`src/rtl/pipe_ctrl_pkg.sv`:
```
// Shared pipeline constants: stage indices, default depth and the
// priority encoder used to pick the oldest redirecting stage.
package rv32i_types;

  localparam int NUM_STAGES_DEF = 5;

  localparam int STG_IF  = 0;
  localparam int STG_ID  = 1;
  localparam int STG_EX  = 2;
  localparam int STG_MEM = 3;
  localparam int STG_WB  = 4;

  // Highest set bit wins: larger index means older instruction.
  function automatic logic [2:0] oldest_idx(input logic [7:0] vec);
    logic [2:0] idx;
    idx = '0;
    for (int i = 0; i < 8; i++) begin
      if (vec[i]) idx = 3'(i);
    end
    return idx;
  endfunction

endpackage

```
`src/rtl/pipe_ctrl_if.sv`:
```
// Handshake bundle between the pipeline datapath and its controller.
interface pipe_ctrl_if
  import rv32i_types::*;
#(
  parameter int NUM_STAGES = NUM_STAGES_DEF,
  parameter int CNT_W      = 32
);

  logic                  fetch_valid;
  logic [NUM_STAGES-1:0] stall_req;
  logic [NUM_STAGES-1:0] flush_req;
  logic                  perf_clr;

  logic [NUM_STAGES-1:0] stage_valid;
  logic [NUM_STAGES-1:0] pipe_ld;
  logic                  redirect_valid;
  logic [2:0]            redirect_src;
  logic                  retire;
  logic [CNT_W-1:0]      retired_cnt;
  logic [CNT_W-1:0]      stall_cnt;
  logic [CNT_W-1:0]      flush_cnt;

  modport master (
    output fetch_valid, stall_req, flush_req, perf_clr,
    input  stage_valid, pipe_ld, redirect_valid, redirect_src, retire,
    input  retired_cnt, stall_cnt, flush_cnt
  );

  modport slave (
    input  fetch_valid, stall_req, flush_req, perf_clr,
    output stage_valid, pipe_ld, redirect_valid, redirect_src, retire,
    output retired_cnt, stall_cnt, flush_cnt
  );

endinterface

```
`src/rtl/pipe_perf_cnt.sv`:
```
// Wrapping event counter; a synchronous clear beats a same-cycle increment.
module pipe_perf_cnt #(
  parameter int CNT_W = 32
) (
  input  logic             clk,
  input  logic             rst,
  input  logic             inc,
  input  logic             clr,
  output logic [CNT_W-1:0] cnt
);

  logic [CNT_W-1:0] cnt_q, cnt_d;

  always_comb begin
    cnt_d = cnt_q;
    if (clr)      cnt_d = '0;
    else if (inc) cnt_d = cnt_q + CNT_W'(1);
  end

  always_ff @(posedge clk or negedge rst) begin
    if (!rst) cnt_q <= '0;
    else      cnt_q <= cnt_d;
  end

  assign cnt = cnt_q;

endmodule

```
`src/rtl/pipe_ctrl.sv`:
```
// In-order pipeline valid/stall/flush controller with bubble collapse.
// Performance counters are built only when PIPE_CTRL_PERF_EN is defined.
module pipe_ctrl
  import rv32i_types::*;
#(
  parameter int NUM_STAGES = NUM_STAGES_DEF,
  parameter int CNT_W      = 32
) (
  input logic        clk,
  input logic        rst,
  pipe_ctrl_if.slave bus
);

  logic [NUM_STAGES-1:1] valid_q, valid_d;
  logic [NUM_STAGES-1:0] v, honoured, hold, killed;
  logic [7:0]            honoured_w;
  logic                  run_h, run_k;

  assign v        = {valid_q, bus.fetch_valid};
  assign honoured = bus.flush_req & v;

  // Walk from writeback toward fetch: stalls only propagate through
  // occupied stages, and a flush kills everything younger than itself.
  always_comb begin
    run_h  = 1'b0;
    run_k  = 1'b0;
    hold   = '0;
    killed = '0;
    for (int k = NUM_STAGES-1; k >= 0; k--) begin
      run_h     = v[k] & (bus.stall_req[k] | run_h);
      hold[k]   = run_h;
      killed[k] = run_k;
      run_k     = run_k | honoured[k];
    end
  end

  always_comb begin
    honoured_w                   = '0;
    honoured_w[NUM_STAGES-1:0]   = honoured;
  end

  always_comb begin
    valid_d = valid_q;
    for (int k = 1; k < NUM_STAGES; k++) begin
      if (killed[k])     valid_d[k] = 1'b0;
      else if (!hold[k]) valid_d[k] = v[k-1] & ~hold[k-1] & ~killed[k-1];
    end
  end

  always_ff @(posedge clk or negedge rst) begin
    if (!rst) valid_q <= '0;
    else      valid_q <= valid_d;
  end

  assign bus.stage_valid    = v & ~killed;
  assign bus.pipe_ld        = ~hold | killed;
  assign bus.redirect_valid = |honoured;
  assign bus.redirect_src   = oldest_idx(honoured_w);
  assign bus.retire         = v[NUM_STAGES-1] & ~hold[NUM_STAGES-1];

`ifdef PIPE_CTRL_PERF_EN
  logic any_hold;
  assign any_hold = |hold;

  pipe_perf_cnt #(.CNT_W(CNT_W)) u_retired_cnt (
    .clk(clk), .rst(rst), .inc(bus.retire), .clr(bus.perf_clr), .cnt(bus.retired_cnt)
  );
  pipe_perf_cnt #(.CNT_W(CNT_W)) u_stall_cnt (
    .clk(clk), .rst(rst), .inc(any_hold), .clr(bus.perf_clr), .cnt(bus.stall_cnt)
  );
  pipe_perf_cnt #(.CNT_W(CNT_W)) u_flush_cnt (
    .clk(clk), .rst(rst), .inc(bus.redirect_valid), .clr(bus.perf_clr), .cnt(bus.flush_cnt)
  );
`else
  assign bus.retired_cnt = '0;
  assign bus.stall_cnt   = '0;
  assign bus.flush_cnt   = '0;
`endif

endmodule

```
`src/flat_wrapper.sv`:
```
// flat-port wrapper written by rule: the top's interface ports become plain ports
module pipe_ctrl_flat import rv32i_types::*;
#(
  parameter int NUM_STAGES = NUM_STAGES_DEF,
  parameter int CNT_W      = 32
)
  (clk, rst, bus_fetch_valid, bus_stall_req, bus_flush_req, bus_perf_clr, bus_stage_valid, bus_pipe_ld, bus_redirect_valid, bus_redirect_src, bus_retire, bus_retired_cnt, bus_stall_cnt, bus_flush_cnt);
  pipe_ctrl_if #(.NUM_STAGES(NUM_STAGES), .CNT_W(CNT_W)) bus_i ();
  input logic clk;
  input logic rst;
  input wire logic [$bits(bus_i.fetch_valid)-1:0] bus_fetch_valid;
  input wire logic [$bits(bus_i.stall_req)-1:0] bus_stall_req;
  input wire logic [$bits(bus_i.flush_req)-1:0] bus_flush_req;
  input wire logic [$bits(bus_i.perf_clr)-1:0] bus_perf_clr;
  output wire logic [$bits(bus_i.stage_valid)-1:0] bus_stage_valid;
  output wire logic [$bits(bus_i.pipe_ld)-1:0] bus_pipe_ld;
  output wire logic [$bits(bus_i.redirect_valid)-1:0] bus_redirect_valid;
  output wire logic [$bits(bus_i.redirect_src)-1:0] bus_redirect_src;
  output wire logic [$bits(bus_i.retire)-1:0] bus_retire;
  output wire logic [$bits(bus_i.retired_cnt)-1:0] bus_retired_cnt;
  output wire logic [$bits(bus_i.stall_cnt)-1:0] bus_stall_cnt;
  output wire logic [$bits(bus_i.flush_cnt)-1:0] bus_flush_cnt;
  assign bus_i.fetch_valid = bus_fetch_valid;
  assign bus_i.stall_req = bus_stall_req;
  assign bus_i.flush_req = bus_flush_req;
  assign bus_i.perf_clr = bus_perf_clr;
  assign bus_stage_valid = bus_i.stage_valid;
  assign bus_pipe_ld = bus_i.pipe_ld;
  assign bus_redirect_valid = bus_i.redirect_valid;
  assign bus_redirect_src = bus_i.redirect_src;
  assign bus_retire = bus_i.retire;
  assign bus_retired_cnt = bus_i.retired_cnt;
  assign bus_stall_cnt = bus_i.stall_cnt;
  assign bus_flush_cnt = bus_i.flush_cnt;
  pipe_ctrl #(.NUM_STAGES(NUM_STAGES), .CNT_W(CNT_W)) u_core (.clk(clk), .rst(rst), .bus(bus_i));
endmodule
```
`config.mk`:
```
export PLATFORM = sky130hd
export DESIGN_NAME = pipe_ctrl_flat
export DESIGN_NICKNAME = d
export VERILOG_FILES = /design/src/rtl/pipe_ctrl_pkg.sv /design/src/rtl/pipe_ctrl_if.sv /design/src/rtl/pipe_perf_cnt.sv /design/src/rtl/pipe_ctrl.sv /design/src/flat_wrapper.sv
export SDC_FILE = /design/constraint.sdc
export NUM_CORES = 1
export LEC_CHECK = 0
export ABC_AREA = 1
export CAP_MARGIN = 20
export CELL_PAD_IN_SITES_DETAIL_PLACEMENT = 0
export CELL_PAD_IN_SITES_GLOBAL_PLACEMENT = 1
export CORE_ASPECT_RATIO = 0.6
export CORE_MARGIN = 2
export CORE_UTILIZATION = 17
export DETAILED_ROUTE_END_ITERATION = 6
export PLACE_DENSITY = 0.83
export REMOVE_ABC_BUFFERS = 1
export SYNTH_ARGS = -nofsm -noshare
export SYNTH_HDL_FRONTEND = slang
export SYNTH_SLANG_ARGS = --single-unit
```
`constraint.sdc`:
```
create_clock -name clk -period 2.15 [get_ports clk]
set_input_delay 0.645 -clock clk [delete_from_list [all_inputs] [get_ports clk]]
set_output_delay 0.645 -clock clk [all_outputs]
set_load 0.02 [all_outputs]
```
### After elaboration in Yosys (flattened, before gate mapping)

Index checks and enable logic that the tools add are counted.

* register bits: 4
* input port bits: 14
* output and inout port bits: 111
* logic and storage cells: 53

* equal/unequal tests: 3
* mux-type cells: 10
* bitwise operators: 35
* reductions and logical operators: 1

Operator list (count)
* $and 1x1->1: 14
* $and 5x5->5: 2
* $not 1->1: 9
* $mux 1: 7
* $or 1x1->1: 7
* $not 4->5: 1
* $not 5->5: 1
* $or 5x4->5: 1
* $reduce_or 5->1: 1
* $mux 2: 2
* $ne 2x2->1 const B: 2
* $mux 3: 1
* $ne 2x1->1 const B: 1

### Depth between registers and ports, before layout

Gate-level depths: netlist of the first run.

* word-level depth: 14
* gate-level depth with buffers: 9
* depth with buffers taken out: 9

### Worst setup path before layout of the first run

Ideal clock, no wire load.

* path kind: input to output
* from: input bus_flush_req[4]
* to: output bus_pipe_ld[1]
* data arrival time: 1.325 ns
* required time: 1.505 ns
* path slack: 0.180 ns
* cell stages on the path: 6
* buffers on the path: 0
* cells stage by stage: nand2_2 -> inv_2 -> nor2_4 -> nand2_1 -> inv_1 -> nand2_1

* cells in the longest elaborated chain, start to end: 4

Ends and longest elaborated chain
* from (decl): RTL line flat_wrapper.sv:13 `input wire logic [$bits(bus_i.flush_req)-1:0] bus_flush_req;`
* $and 5x5->5: RTL line pipe_ctrl.sv:20 `assign honoured = bus.flush_req & v;`
* $or 1x1->1 (2 in series): RTL line pipe_ctrl.sv:33 `run_k = run_k | honoured[k];`
* $or 5x4->5: RTL line pipe_ctrl.sv:56 `assign bus.pipe_ld = ~hold | killed;`
* to (decl): RTL line flat_wrapper.sv:16 `output wire logic [$bits(bus_i.pipe_ld)-1:0] bus_pipe_ld;`

No other way between the ends.

### Worst setup path after layout of the first run

* from: input bus_stall_req[4]
* to: output bus_pipe_ld[0]

* cells in the longest elaborated chain, start to end: 11

Ends and longest elaborated chain
* from (decl): RTL line flat_wrapper.sv:12 `input wire logic [$bits(bus_i.stall_req)-1:0] bus_stall_req;`
* $and 1x1->1: RTL line pipe_ctrl.sv:30 `run_h = v[k] & (bus.stall_req[k] | run_h);`
* $or 1x1->1: RTL line pipe_ctrl.sv:30
* $and 1x1->1: RTL line pipe_ctrl.sv:30
* $or 1x1->1: RTL line pipe_ctrl.sv:30
* $and 1x1->1: RTL line pipe_ctrl.sv:30
* $or 1x1->1: RTL line pipe_ctrl.sv:30
* $and 1x1->1: RTL line pipe_ctrl.sv:30
* $or 1x1->1: RTL line pipe_ctrl.sv:30
* $and 1x1->1: RTL line pipe_ctrl.sv:30
* $not 5->5: RTL line pipe_ctrl.sv:56
* $or 5x4->5: RTL line pipe_ctrl.sv:56

No other way between the ends.

==> impl_metrics.xml, run 1 <==
<?xml version="1.0" encoding="UTF-8"?>
<metrics>
  <group name="routing">
    <metric name="ant_nets" unit="">0</metric>
    <metric name="route.vias.total" unit="">689</metric>
    <metric name="first_pass_iters" unit="">2</metric>
    <metric name="routed_wl" unit="mm">1.68</metric>
    <metric name="avgViaCountPerCell" unit="">2.49</metric>
    <metric name="post_drt_wl_per_cell" unit="µm">6.07</metric>
    <metric name="route.detailed.drc" unit="">0</metric>
    <metric name="detailedRoute.firstIterationViolations" unit="">11</metric>
  </group>
  <group name="synth">
    <metric name="post_synth_num_cell_types" unit="">14</metric>
    <metric name="syn-instance-count" unit="">144</metric>
    <metric name="seq_area_frac_synth" unit="%">9.59</metric>
    <metric name="mappedNetlistArea" unit="mm²">0.00104</metric>
    <metric name="avgSynthCellArea" unit="µm²">7.25</metric>
    <metric name="postSynthRegisterBits" unit="">4</metric>
    <metric name="yosysWarningCount" unit="">0</metric>
  </group>
  <group name="layout">
    <metric name="layout.cells.most_common_list" unit="">96 x sky130_fd_sc_hd__conb_1, 24 x sky130_fd_sc_hd__buf_4, 15 x sky130_fd_sc_hd__nand2_2</metric>
    <metric name="final_cells" unit="">277</metric>
    <metric name="most_common_cell_after_layout_fill_and_taps_aside" unit="">sky130_fd_sc_hd__conb_1</metric>
    <metric name="utilization" unit="%">20.2</metric>
    <metric name="drive_above_1_share" unit="%">30.6</metric>
    <metric name="design.final.nets" unit="">209</metric>
    <metric name="largest_registers" unit="">u_core.valid_q: 4 flops</metric>
    <metric name="finalInstanceArea" unit="mm²">0.00122</metric>
    <metric name="flip_flop_count_of_the_largest_register_all_copies_and_words_added" unit="">4</metric>
    <metric name="largest-register" unit="">u_core.valid_q</metric>
    <metric name="areaGrowthSynthToFinish" unit="%">16.7</metric>
    <metric name="insertedDiodeCount" unit="">0</metric>
  </group>
  <group name="sta">
    <metric name="finalClockSkew" unit="ps">1.41</metric>
    <metric name="final.period_utilization" unit="%">95.3</metric>
    <metric name="setup_slack" unit="ps">101</metric>
    <metric name="setup_viol" unit="">0</metric>
    <metric name="timing.setup.tns" unit="ps">0</metric>
    <metric name="shortest_period_the_worst_path_allows" unit="ps">2050</metric>
    <metric name="timing.fmax" unit="GHz">0.488</metric>
    <metric name="final-hold-violation-count" unit="">0</metric>
    <metric name="rsz0062_at_grt" unit="">no</metric>
    <metric name="final_max_slew_viol_count" unit="">0</metric>
  </group>
  <group name="setup_path">
    <metric name="critical_path.endpoint_type" unit="">primary output</metric>
    <metric name="worst_ep_arrival_time" unit="ps">1400</metric>
    <metric name="worstSetupStartpointType" unit="">primary input</metric>
    <metric name="worst-setup-path-type" unit="">primary input to primary output</metric>
    <metric name="timing.critical_path.fanout_max" unit="">3</metric>
    <metric name="cp.required" unit="ps">1500</metric>
    <metric name="reg2reg_depth" unit="">16</metric>
  </group>
  <group name="clock_network">
    <metric name="post_cts_hold_buffer_count" unit="">0</metric>
    <metric name="root_buffer" unit="">sky130_fd_sc_hd__clkbuf_8</metric>
    <metric name="cts.sinks" unit="">4</metric>
    <metric name="numCtsBuffers" unit="">3</metric>
    <metric name="tritoncts_clock_tree" unit="">done</metric>
    <metric name="insertion_delay" unit="ps">210</metric>
    <metric name="cts_max_level" unit="">1</metric>
    <metric name="worst_setup_hold_path_clk_slew" unit="ps">30</metric>
    <metric name="clockBufferDepth" unit="">2</metric>
  </group>
  <group name="global_route">
    <metric name="globalRouteOverflowTotal" unit="">0</metric>
    <metric name="via_count_of_the_first_global_routing_pass" unit="">531</metric>
    <metric name="grt_usage" unit="%">4.13</metric>
    <metric name="grt_antenna_before_repair" unit="">0</metric>
    <metric name="grt_pass1_wl" unit="mm">2.24</metric>
    <metric name="grt_max_degree" unit="">5</metric>
  </group>
  <group name="die">
    <metric name="io_pins" unit="">125</metric>
    <metric name="core_area" unit="mm²">0.00603</metric>
    <metric name="placementRows" unit="">22</metric>
    <metric name="floorplan.die_area" unit="mm²">0.00680</metric>
    <metric name="floorplan.initialDensity" unit="%">17.3</metric>
    <metric name="floorplan.die.width" unit="µm">105</metric>
    <metric name="die_height" unit="µm">64.7</metric>
  </group>
  <group name="place">
    <metric name="io_buffers" unit="">27</metric>
    <metric name="hpwlAfterDp" unit="mm">1.54</metric>
    <metric name="gp_routability_congestion" unit="">0.723</metric>
    <metric name="placed_cell_count" unit="">267</metric>
    <metric name="dp_slack" unit="ps">-720</metric>
    <metric name="dpl-instance-area" unit="mm²">0.00115</metric>
  </group>
  <group name="min_path">
    <metric name="timing.hold.worst.class" unit="">primary input to async pin</metric>
  </group>
  <group name="pwr">
    <metric name="cellPowerDensity" unit="mW/mm²">902</metric>
    <metric name="leakagePower" unit="nW">0.765</metric>
    <metric name="vdd_drop_max" unit="V">0.000169</metric>
  </group>
  <group name="run">
    <metric name="drv_cap" unit="">0</metric>
  </group>
  <group name="run_status">
    <metric name="run_status" unit="">complete, no violations</metric>
  </group>
</metrics>
==> area by class of cell <==
type	count	area, µm²
inverters	9	33.8
multi-input cells	129	557
repair buffers	48	380
clock buffers	3	41.3
fillers	678	4810
flip-flops and latches	4	100
well taps	84	105
==> worst max-delay path, cell delays in order <==
cell	delay [ps]
sky130_fd_sc_hd__buf_6	90
sky130_fd_sc_hd__nand2_2	70
sky130_fd_sc_hd__nand2_2	60
sky130_fd_sc_hd__nand2_2	70
sky130_fd_sc_hd__nand2_2	60
sky130_fd_sc_hd__nand2_2	60
sky130_fd_sc_hd__nand2_2	60
sky130_fd_sc_hd__nand2_2	80
sky130_fd_sc_hd__nand2_2	50
sky130_fd_sc_hd__nand2_2	50
sky130_fd_sc_hd__buf_6	110
==> timing repair <==
item                                    in CTS  in global routing
buffers inserted                             7                  0
resized for setup                           58                 18
pin swaps                                   11                 11
endpoints found under the setup margin      14                 10
==> cells in the mapped netlist <==
cell type	instances	share of area, %
sky130_fd_sc_hd__buf_4	97	70
sky130_fd_sc_hd__nand2_1	12	4.3
sky130_fd_sc_hd__nand2_2	9	5.4
sky130_fd_sc_hd__inv_1	8	2.9
sky130_fd_sc_hd__dfrtp_1	4	9.6
sky130_fd_sc_hd__nand3_1	3	1.4
sky130_fd_sc_hd__o21ai_0	3	1.4
sky130_fd_sc_hd__a21oi_1	2	0.96
sky130_fd_sc_hd__and3_4	1	1.1
sky130_fd_sc_hd__conb_1	1	0.36
sky130_fd_sc_hd__inv_2	1	0.36
sky130_fd_sc_hd__nand3_2	1	0.96
sky130_fd_sc_hd__nor2_1	1	0.36
sky130_fd_sc_hd__nor2_4	1	1.1
==> metal layers <==
layer	GRT usage, %	up-vias	wire length, µm
met4	3.50	0	38
met2	8.44	24	1090
met5	0	-	0
met1	3.77	324	499
met3	0.302	4	51
li1	-	337	-
==> power breakdown <==
part           internal, mW  total, mW  leakage (nW)  switching (mW)
Clock                 0.119      0.154        0.0216          0.0354
Sequential            0.108      0.142        0.0532          0.0339
Combinational         0.317      0.802         0.690           0.484
Total                 0.544       1.10         0.765           0.554
==> final timing paths <==
check / from / end / slack [ps]
max: bus_stall_req[4] / bus_pipe_ld[0] / 100
min: rst / u_core.valid_q[3]$_DFFE_PN0P_ / 640
max reg2reg: u_core.valid_q[4]$_DFFE_PN0N_ / u_core.valid_q[1]$_DFFE_PN0P_ / 250
min reg2reg: u_core.valid_q[4]$_DFFE_PN0N_ / u_core.valid_q[4]$_DFFE_PN0N_ / 660
max in group asynchronous: rst / u_core.valid_q[2]$_DFFE_PN0P_ / 1340
min in group clk: bus_stall_req[3] / u_core.valid_q[4]$_DFFE_PN0N_ / 640
==> metrics by stage <==
step,power (mW),hold WS (ps)
after global placement,0.931,650
after global routing,1.18,648
final,1.10,637
after detailed placement,0.934,650
after CTS,1.09,641
after floorplan,0.575,349
==> logic make-up after synthesis <==
logic type | synth area share, %
compound gates | 2.40
other cells | 0.359
simple gates | 14.6
flops | 9.59
buf+inv | 73.0
Note: power is estimated with default switching activity, not from simulation.
==> run 2, diff against run 1 <==
--- a/config.mk
+++ b/config.mk
@@ -7,13 +7,11 @@
 export LEC_CHECK = 0
 export ABC_AREA = 1
 export CAP_MARGIN = 20
-export CELL_PAD_IN_SITES_DETAIL_PLACEMENT = 0
-export CELL_PAD_IN_SITES_GLOBAL_PLACEMENT = 1
 export CORE_ASPECT_RATIO = 0.6
 export CORE_MARGIN = 2
-export CORE_UTILIZATION = 17
+export CORE_UTILIZATION = 29
 export DETAILED_ROUTE_END_ITERATION = 6
-export PLACE_DENSITY = 0.83
+export PLACE_DENSITY = 0.86
 export REMOVE_ABC_BUFFERS = 1
 export SYNTH_ARGS = -nofsm -noshare
 export SYNTH_HDL_FRONTEND = slang
==> run 2 against run 1 <==
Register-to-register slack improved by 690 ps. Clock-buffer cell count unchanged. Wire length increased by 5.2%. Cell count fell by 15%. Critical path type unchanged. Largest cell class unchanged. Highest routed layer is now met3.
==> impl_metrics.xml, run 2 (same netlist as run 1, synthesis figures left out) <==
<?xml version="1.0" encoding="UTF-8"?>
<metrics>
  <group name="layout">
    <metric name="areaGrowthSynthToFinish" unit="%">9.35</metric>
    <metric name="largest_registers" unit="">u_core.valid_q: 4 flops</metric>
    <metric name="seqCellArea" unit="µm²">100</metric>
    <metric name="num-fill-cells" unit="">366</metric>
    <metric name="drive_above_1_share" unit="%">30.0</metric>
    <metric name="design.final.nets" unit="">206</metric>
    <metric name="most_common_cell_after_layout_fill_and_taps_aside" unit="">sky130_fd_sc_hd__conb_1</metric>
    <metric name="insertedDiodeCount" unit="">0</metric>
    <metric name="largest-register" unit="">u_core.valid_q</metric>
    <metric name="finalInstanceArea" unit="mm²">0.00114</metric>
    <metric name="area_of_combinational_cells_with_multiple_inputs" unit="µm²">558</metric>
    <metric name="flip_flop_count_of_the_largest_register_all_copies_and_words_added" unit="">4</metric>
    <metric name="layout.cells.most_common_list" unit="">96 x sky130_fd_sc_hd__conb_1, 21 x sky130_fd_sc_hd__buf_4, 15 x sky130_fd_sc_hd__nand2_2</metric>
  </group>
  <group name="pwr">
    <metric name="leakagePower" unit="nW">0.746</metric>
    <metric name="cellPowerDensity" unit="mW/mm²">957</metric>
    <metric name="switching_share" unit="%">50.9</metric>
    <metric name="share_clk_of_total_power" unit="%">13.7</metric>
    <metric name="share_comb_of_total_power" unit="%">72.5</metric>
    <metric name="sequential_power_share" unit="%">13.8</metric>
    <metric name="total_switching_power" unit="µW">556</metric>
    <metric name="vdd_drop_max" unit="V">0.000364</metric>
    <metric name="intPower" unit="µW">536</metric>
  </group>
  <group name="die">
    <metric name="core_area" unit="mm²">0.00334</metric>
    <metric name="die_height" unit="µm">50.5</metric>
    <metric name="io_pins" unit="">125</metric>
    <metric name="floorplan.initialDensity" unit="%">31.2</metric>
    <metric name="placementRows" unit="">16</metric>
    <metric name="floorplan.die_area" unit="mm²">0.00411</metric>
    <metric name="floorplan.die.width" unit="µm">81.4</metric>
  </group>
  <group name="sta">
    <metric name="shortest_period_the_worst_path_allows" unit="ps">2050</metric>
    <metric name="timing.fmax" unit="GHz">0.488</metric>
    <metric name="final.period_utilization" unit="%">95.3</metric>
    <metric name="setup_viol" unit="">0</metric>
    <metric name="finalClockSkew" unit="ps">1.37</metric>
    <metric name="final_max_slew_viol_count" unit="">0</metric>
    <metric name="final-hold-violation-count" unit="">0</metric>
    <metric name="rsz0062_at_grt" unit="">no</metric>
    <metric name="setup_slack" unit="ps">101</metric>
  </group>
  <group name="global_route">
    <metric name="grt_max_degree" unit="">5</metric>
    <metric name="grt_pass1_wl" unit="mm">2.15</metric>
    <metric name="globalRouteOverflowTotal" unit="">0</metric>
    <metric name="via_count_of_the_first_global_routing_pass" unit="">471</metric>
    <metric name="grt_antenna_before_repair" unit="">0</metric>
    <metric name="grt_usage" unit="%">6.68</metric>
  </group>
  <group name="place">
    <metric name="io_buffers" unit="">27</metric>
    <metric name="hpwlAfterDp" unit="mm">1.67</metric>
    <metric name="gp_routability_congestion" unit="">0.838</metric>
    <metric name="dpl-instance-area" unit="mm²">0.00111</metric>
    <metric name="dp_slack" unit="ps">-730</metric>
  </group>
  <group name="routing">
    <metric name="route.detailed.drc" unit="">0</metric>
    <metric name="ant_nets" unit="">0</metric>
    <metric name="detailedRoute.firstIterationViolations" unit="">8</metric>
    <metric name="avgViaCountPerCell" unit="">2.80</metric>
    <metric name="routedLengthMet1" unit="µm">530</metric>
    <metric name="routed_wl_met3" unit="µm">63</metric>
    <metric name="routed_wl" unit="mm">1.77</metric>
    <metric name="route.vias.total" unit="">657</metric>
    <metric name="top_layer_used" unit="">met3</metric>
    <metric name="first_pass_iters" unit="">3</metric>
    <metric name="post_drt_wl_per_cell" unit="µm">7.53</metric>
    <metric name="total_met2_wirelength_after_detailed_routing" unit="mm">1.18</metric>
  </group>
  <group name="clock_network">
    <metric name="clockBufferDepth" unit="">2</metric>
    <metric name="numCtsBuffers" unit="">3</metric>
    <metric name="insertion_delay" unit="ps">210</metric>
    <metric name="cts_max_level" unit="">1</metric>
    <metric name="cts.sinks" unit="">4</metric>
    <metric name="root_buffer" unit="">sky130_fd_sc_hd__clkbuf_8</metric>
    <metric name="tritoncts_clock_tree" unit="">done</metric>
    <metric name="worst_setup_hold_path_clk_slew" unit="ps">30</metric>
  </group>
  <group name="setup_path">
    <metric name="worst_r2r_startpoint" unit="">u_core.valid_q[3]$_DFFE_PN0P_</metric>
    <metric name="reg2reg_slack" unit="ps">940</metric>
    <metric name="worst_ep_arrival_time" unit="ps">1400</metric>
    <metric name="timing.critical_path.fanout_max" unit="">3</metric>
    <metric name="cp.required" unit="ps">1500</metric>
    <metric name="worst-setup-path-type" unit="">primary input to primary output</metric>
    <metric name="reg2reg_depth" unit="">7</metric>
    <metric name="critical_path.endpoint_type" unit="">primary output</metric>
    <metric name="worstSetupStartpointType" unit="">primary input</metric>
    <metric name="r2r_end" unit="">u_core.valid_q[1]$_DFFE_PN0P_</metric>
  </group>
  <group name="run">
    <metric name="drv_cap" unit="">0</metric>
  </group>
  <group name="run_status">
    <metric name="run_status" unit="">complete, no violations</metric>
  </group>
  <group name="min_path">
    <metric name="timing.hold.worst.class" unit="">primary input to async pin</metric>
  </group>
</metrics>
-- run 2: area by class of cell --
class | instances | area share (%)
Multi-Input combinational cell | 129 | 48.9
Timing Repair Buffer | 45 | 30.8
Sequential cell | 4 | 8.77
Tap cell | 45 | 4.93
Clock buffer | 3 | 3.62
Inverter | 9 | 2.96
-- run 2: worst max-delay path: stages --
cell                            delay (ps)
sky130_fd_sc_hd__dlygate4sd2_1         220
sky130_fd_sc_hd__inv_1                  70
sky130_fd_sc_hd__nand2_2                70
sky130_fd_sc_hd__nand2_2                50
sky130_fd_sc_hd__nand2_2                60
sky130_fd_sc_hd__nand2_2                70
sky130_fd_sc_hd__nand2_2                50
sky130_fd_sc_hd__nand2_2                50
sky130_fd_sc_hd__buf_6                 110
-- run 2: timing repair --
item,CTS,global route
buffers inserted,2,1
gates cloned,0,0
hold buffers,0,0
pin swaps,11,9
setup endpoints to repair,14,5
gates resized for setup,71,13
-- run 2: stage by stage --
step / power, mW / hold WS (ps) / util, % / std cells / setup TNS [ps]
final: 1.09 / 642 / 34.1 / 235 / 0
after global routing: 1.17 / 648 / 34.1 / 235 / 0
after CTS: 1.08 / 649 / 34.1 / 234 / -44.0
after detailed placement: 0.959 / 635 / 33.2 / 229 / -7970
after global placement: 0.950 / 646 / 33.2 / 229 / -7850
after floorplan: 0.575 / 349 / - / 142 / 0
-- run 2: worst max path at each step --
stage	startpoint	endpoint	slack [ps]	cells past startpoint
after CTS	bus_stall_req[4]	bus_pipe_ld[0]	-40	11
after global routing	bus_stall_req[4]	bus_pipe_ld[0]	20	11
final	bus_stall_req[2]	bus_pipe_ld[0]	100	9
after global placement	bus_stall_req[4]	bus_pipe_ld[0]	-710	11
after detailed placement	bus_stall_req[4]	bus_pipe_ld[0]	-730	11
after floorplan	bus_flush_req[4]	bus_pipe_ld[1]	180	6
-- run 2: power groups by stage --
stage          logic (mW)  registers (mW)  clock network, mW
3_3_place_gp        0.804           0.145                  0
3_5_place_dp        0.812           0.147                  0
6_report            0.792           0.151              0.149
2_1_floorplan       0.427           0.147                  0
5_1_grt             0.850           0.158              0.161
4_1_cts             0.779           0.149              0.152
-- run 2: layer usage --
layer	vias to the layer above	global-route usage [%]
li1	333	-
met1	305	7.92
met2	19	12.4
met3	0	1.62
met4	0	0.847
met5	-	0
